**config.mk**
```make
export PLATFORM = sky130hd
export DESIGN_NAME = sequence_generator_mn
export DESIGN_NICKNAME = d
export VERILOG_FILES = /design/src/rtl/seq_mn_pkg.sv /design/src/rtl/bit_timer.sv /design/src/rtl/sequence_generator_mn.sv
export SDC_FILE = /design/constraint.sdc
export NUM_CORES = 1
export LEC_CHECK = 0
export ABC_AREA = 1
export CORE_AREA = 2 2 65 61
export DETAILED_ROUTE_END_ITERATION = 8
export DIE_AREA = 0 0 67 63
export PLACE_DENSITY = 0.81
export SLEW_MARGIN = 20
export SYNTH_ARGS = -nofsm -noshare
export SYNTH_HDL_FRONTEND = slang
export SYNTH_SLANG_ARGS = --single-unit
export TNS_END_PERCENT = 50
```
**constraint.sdc**
```tcl
create_clock -name clk -period 1.8 [get_ports clk]
set_input_delay 0.36 -clock clk [delete_from_list [all_inputs] [get_ports clk]]
set_output_delay 0.36 -clock clk [all_outputs]
set_load 0.02 [all_outputs]
```
**src/rtl/seq_mn_pkg.sv**
```systemverilog
// rtl/seq_mn_pkg.sv - shared types and defaults for the MxN sequence generator/detector pair
package seq_mn_pkg;

    typedef enum logic [1:0] {
        ST_IDLE = 2'd0,
        ST_HIGH = 2'd1,
        ST_LOW  = 2'd2
    } seq_state_e;

    localparam int DEF_M_W     = 5;
    localparam int DEF_N_W     = 6;
    localparam int DEF_BIT_CYC = 3;

endpackage

```
**src/rtl/bit_timer.sv**
```systemverilog
// rtl/bit_timer.sv - BIT_CYC-clock prescaler producing the per-bit advance enable
module bit_timer
    import seq_mn_pkg::*;
#(
    parameter int BIT_CYC = DEF_BIT_CYC
) (
    input  logic clk,
    input  logic rst,
    input  logic clr,
    input  logic en,
    output logic bit_tick
);

    localparam int BC_W = (BIT_CYC > 1) ? $clog2(BIT_CYC) : 1;

    logic [BC_W-1:0] bit_cnt_q;
    logic [BC_W-1:0] bit_cnt_d;

    assign bit_tick = en && (bit_cnt_q == BC_W'(BIT_CYC - 1));

    always_comb begin
        bit_cnt_d = bit_cnt_q;
        if (clr) begin
            bit_cnt_d = '0;
        end else if (en) begin
            bit_cnt_d = bit_tick ? '0 : bit_cnt_q + BC_W'(1);
        end
    end

    always_ff @(posedge clk) begin
        if (rst) begin
            bit_cnt_q <= '0;
        end else begin
            bit_cnt_q <= bit_cnt_d;
        end
    end

endmodule

```
**src/rtl/sequence_generator_mn.sv**
```systemverilog
// rtl/sequence_generator_mn.sv - serialises M frames of N ones then N zeros, BIT_CYC clocks per bit
module sequence_generator_mn
    import seq_mn_pkg::*;
#(
    parameter int BIT_CYC = DEF_BIT_CYC,
    parameter int M_W     = DEF_M_W,
    parameter int N_W     = DEF_N_W
) (
    input  logic           clk,
    input  logic           rst,
    input  logic           start,
    input  logic           abort,
    input  logic [M_W-1:0] M,
    input  logic [N_W-1:0] N,
    output logic           data_out,
    output logic           busy,
    output logic           done,
    output logic [M_W-1:0] frame_idx
);

    seq_state_e     state_q, state_d;
    logic [N_W-1:0] run_cnt_q, run_cnt_d;
    logic [M_W-1:0] frame_idx_q, frame_idx_d;
    logic [M_W-1:0] m_r_q, m_r_d;
    logic [N_W-1:0] n_r_q, n_r_d;
    logic           done_q, done_d;
    logic           data_out_q, data_out_d;
    logic           busy_q, busy_d;
    logic           start_acc;
    logic           bit_tick;
    logic           run_end;

    bit_timer #(.BIT_CYC(BIT_CYC)) u_bit_timer (
        .clk      (clk),
        .rst      (rst),
        .clr      (start_acc | abort),
        .en       (state_q != ST_IDLE),
        .bit_tick (bit_tick)
    );

    assign run_end = bit_tick && (run_cnt_q == n_r_q - N_W'(1));

    always_ff @(posedge clk) begin
        if (rst) begin
            state_q     <= ST_IDLE;
            run_cnt_q   <= '0;
            frame_idx_q <= '0;
            m_r_q       <= '0;
            n_r_q       <= '0;
            done_q      <= 1'b0;
            data_out_q  <= 1'b0;
            busy_q      <= 1'b0;
        end else begin
            state_q     <= state_d;
            run_cnt_q   <= run_cnt_d;
            frame_idx_q <= frame_idx_d;
            m_r_q       <= m_r_d;
            n_r_q       <= n_r_d;
            done_q      <= done_d;
            data_out_q  <= data_out_d;
            busy_q      <= busy_d;
        end
    end

    always_comb begin
        state_d     = state_q;
        run_cnt_d   = run_cnt_q;
        frame_idx_d = frame_idx_q;
        m_r_d       = m_r_q;
        n_r_d       = n_r_q;
        done_d      = 1'b0;
        start_acc   = 1'b0;
        if (abort && state_q != ST_IDLE) begin
            state_d     = ST_IDLE;
            run_cnt_d   = '0;
            frame_idx_d = '0;
        end else begin
            case (state_q)
                ST_IDLE: begin
                    // abort together with start drops the request, including the empty-burst done
                    if (start && !abort) begin
                        if (M != '0 && N != '0) begin
                            start_acc   = 1'b1;
                            m_r_d       = M;
                            n_r_d       = N;
                            run_cnt_d   = '0;
                            frame_idx_d = '0;
                            state_d     = ST_HIGH;
                        end else begin
                            done_d = 1'b1;
                        end
                    end
                end
                ST_HIGH: begin
                    if (run_end) begin
                        run_cnt_d = '0;
                        state_d   = ST_LOW;
                    end else if (bit_tick) begin
                        run_cnt_d = run_cnt_q + N_W'(1);
                    end
                end
                ST_LOW: begin
                    if (run_end) begin
                        run_cnt_d = '0;
                        if (frame_idx_q == m_r_q - M_W'(1)) begin
                            frame_idx_d = '0;
                            done_d      = 1'b1;
                            state_d     = ST_IDLE;
                        end else begin
                            frame_idx_d = frame_idx_q + M_W'(1);
                            state_d     = ST_HIGH;
                        end
                    end else if (bit_tick) begin
                        run_cnt_d = run_cnt_q + N_W'(1);
                    end
                end
                default: begin
                    state_d     = ST_IDLE;
                    run_cnt_d   = '0;
                    frame_idx_d = '0;
                end
            endcase
        end
    end

    // Line level and busy are registered from the next state so they align with it
    always_comb begin
        data_out_d = (state_d == ST_HIGH);
        busy_d     = (state_d != ST_IDLE);
    end

    assign data_out  = data_out_q;
    assign busy      = busy_q;
    assign done      = done_q;
    assign frame_idx = frame_idx_q;

endmodule
```
==> run metrics <==
Cell Rows 21; VDD IR-drop max a little over 0.0004 V; Worst Hold Launch n_r_q[5]; Crit Reg-Reg Endpoint frame_idx[2]; Syn Nets 306; Slew Limit Headroom between 80 and 90%; GR Util All Layers 21.6%; fin util between 60% and 70%; DRT antenna net count 0; largest net degree at the start of global routing 16; Horiz. Die Dim 67 µm; DR DRC count 0; HPWL after detailed placement between 3 and 4 mm; Final Hold Viols 0; synthesized instance count approximately 280; area taken by flip-flops and latches around 600 µm²; HP Class reg -> reg; CP peak stage delay 650 ps; area grow syn2layout 32.7%; FF-to-FF path depth 14; Buf/Inv on CP 1; Clock Path Buffers 2; hold worst-path end n_r_q[5]; Crit path required time around 1400 ps; fillcell total a little over 300; Worst EP arrival 1360 ps; worst-margin pin slew roughly 250 ps; clock root buffer clkbuf_8; RSZ-0062 raised after global routing true; Final Net Count approximately 360; first-pass GRT wire length around 7.1 mm; Final Setup Violations 0; Mapped Area 0.00186 mm²; wire length per cell between 10 and 15 µm; Overflow after GRT 0; clock latency on the worst-skew pair between 200 and 300 ps; DIE AREA between 0.004 and 0.005 mm²; port bufs 22; CP delay by family, top buffers and inverters; TritonCTS clock tree built; synthesized flop and latch total 29; WHS 477 ps; critical path class reg -> out; Num CTS Buffers 5; Post-Place Worst Slack -146 ps; Mapped Avg Cell Area 6.56 µm²; number of global-route vias before repair 1,746; critical path launch point frame_idx[1]; gp weighted congestion approximately 0.86; Synth warnings 0; Startpoint Class flop; max frequency ~580 MHz; H-tree depth 2; clock sinks 29; Design Power ~1800 µW; Slew Viols, Final 0; Final Non-Filler Cells about 380; TritonRoute pass-1 iters 4; CP max stage cell clkdlybuf4s50_1; worst-path cell chain clkdlybuf4s50_1; pwr dens roughly 720 mW/mm²; leakage power total ~0.0012 µW; post-synthesis cell type count 29; Initial Util about half; Via density between 4 and 5; core region area 0.00357 mm²; post-synthesis sequential area ratio between 30% and 40%; chip height 63 µm; Routed WL 4.20 mm; Clock Skew 9.74 ps; initial antenna violation count 0; clock slew at reported path FFs about 70 ps; Iter 0 DRT Violations ~120; part of the cycle the worst path needs 95.8%; vias between 1,500 and 2,000; kind of end point of the critical path output pin; worst-path maximum fanout 5; min cycle time layout 1720 ps; R2R setup slack ~100 ps; layout cells sized above 1 approximately 22%; Multi-input gate area 0.00112 mm²; Hold Path Depth 2; final worst slack between 70 and 80 ps; Inserted Diodes 0; outcome complete, no violations; cts hold-fix bufs 0; Ports 23; max_cap viols 0; Placed Cells between 300 and 400; Reg-to-Reg Start n_r_q[0]
worst max path at each step:
stage / end / cells past startpoint / slack, ps
final: frame_idx[1] / 1 / 80
after global routing: frame_idx[2] / 14 / -30
after CTS: frame_idx[3] / 1 / 30
after detailed placement: run_cnt_q[3] / 10 / -150
after global placement: run_cnt_q[0] / 8 / -90
after floorplan: busy / 16 / 130
routing by layer:
layer	vias up	part of all wire [%]	GRT usage, %
met2	44	46	35.9
met4	0	1.8	9.18
li1	992	-	-
met1	852	48	26.4
met5	-	0	0
met3	7	4.6	4.68
what timing repair did:
| item | in CTS | in global routing |
|---|---|---|
| gates cloned | 0 | 0 |
| pin swaps | 6 | 8 |
| endpoints found under the setup margin | 15 | 17 |
| resized for setup | 6 | 9 |
| buffers inserted | 3 | 3 |
final cells by class:
class                      instances  share of cell area [%]
sequential                        29                    23.7
tap                               46                    2.34
clock buffer                       6                    2.95
timing repair buffer              48                    18.1
inverter                          42                    6.91
multi-input combinational        208                    45.6
clock inverter                     2                   0.407
metrics by stage:
stage	TNS (ps)	instance area, µm²
after floorplan	0	1860
after global placement	-1080	2290
after detailed placement	-1760	2290
after CTS	0	2420
after global routing	-89.6	2460
final	0	2460
where the power goes:
part           total, µW  internal (µW)  switching, µW
clock network        526            267            259
logic                523            241            281
registers            730            684           45.8
sequential cells by signal, indices dropped and copies added (netlist names):
| signal | count |
|---|---|
| busy | 1 |
| data_out | 1 |
| done | 1 |
| frame_idx | 5 |
| m_r_q | 5 |
| n_r_q | 6 |
| run_cnt_q | 6 |
| state_q | 2 |
| u_bit_timer.bit_cnt_q | 2 |
Yosys cell counts:
cell type / count / area [µm²]
nand3_2: 2 / 20.0
buf_1: 1 / 3.75
nand2_2: 9 / 56.3
nor2_1: 27 / 101
a21oi_1: 22 / 110
dfxtp_1: 29 / 581
nor2_2: 3 / 18.8
clkinv_1: 1 / 3.75
inv_1: 33 / 124
nor3b_2: 1 / 12.5
o21ai_0: 12 / 60.1
xnor2_1: 3 / 26.3
nand2_8: 1 / 20.0
nor3_1: 5 / 25.0
nand2_1: 75 / 282
clkbuf_2: 1 / 5.00
clkbuf_1: 1 / 3.75
or2_2: 1 / 6.26
xor2_1: 6 / 52.6
buf_2: 1 / 5.00
nand4_1: 1 / 6.26
ha_1: 8 / 100
o21ai_1: 6 / 30.0
inv_2: 7 / 26.3
nor2_4: 2 / 22.5
clkinv_8: 1 / 16.3
nand3_1: 21 / 105
and2b_4: 1 / 10.0
nand2_4: 2 / 22.5
kinds of logic (layout without fill, tap and decap cells):
group / after synthesis / count (layout) / share of synthesized area (%)
and+or+nand+nor: 151 / 151 / 38.2
buffers and inverters: 46 / 98 / 10.1
AOI/OAI and AO/OA: 40 / 40 / 10.8
DFF: 29 / 29 / 31.3
xor gates and xnor gates: 9 / 9 / 4.25
adders and majority gates: 8 / 8 / 5.39
layout by cell type (no fill, tap or decap), types with 6 or more instances in the layout:
| cell | count |
|---|---|
| inv_2 | 9 |
| buf_4 | 24 |
| o21ai_1 | 6 |
| ha_1 | 6 |
| clkdlybuf4s50_1 | 20 |
| nor2_1 | 27 |
| nand2_1 | 71 |
| dfxtp_1 | 26 |
| inv_1 | 31 |
| o21ai_0 | 12 |
| a21oi_1 | 22 |
| nand3_1 | 21 |
| nand2_2 | 13 |
| xor2_1 | 6 |
No activity file was read; power rests on OpenSTA's default activity.
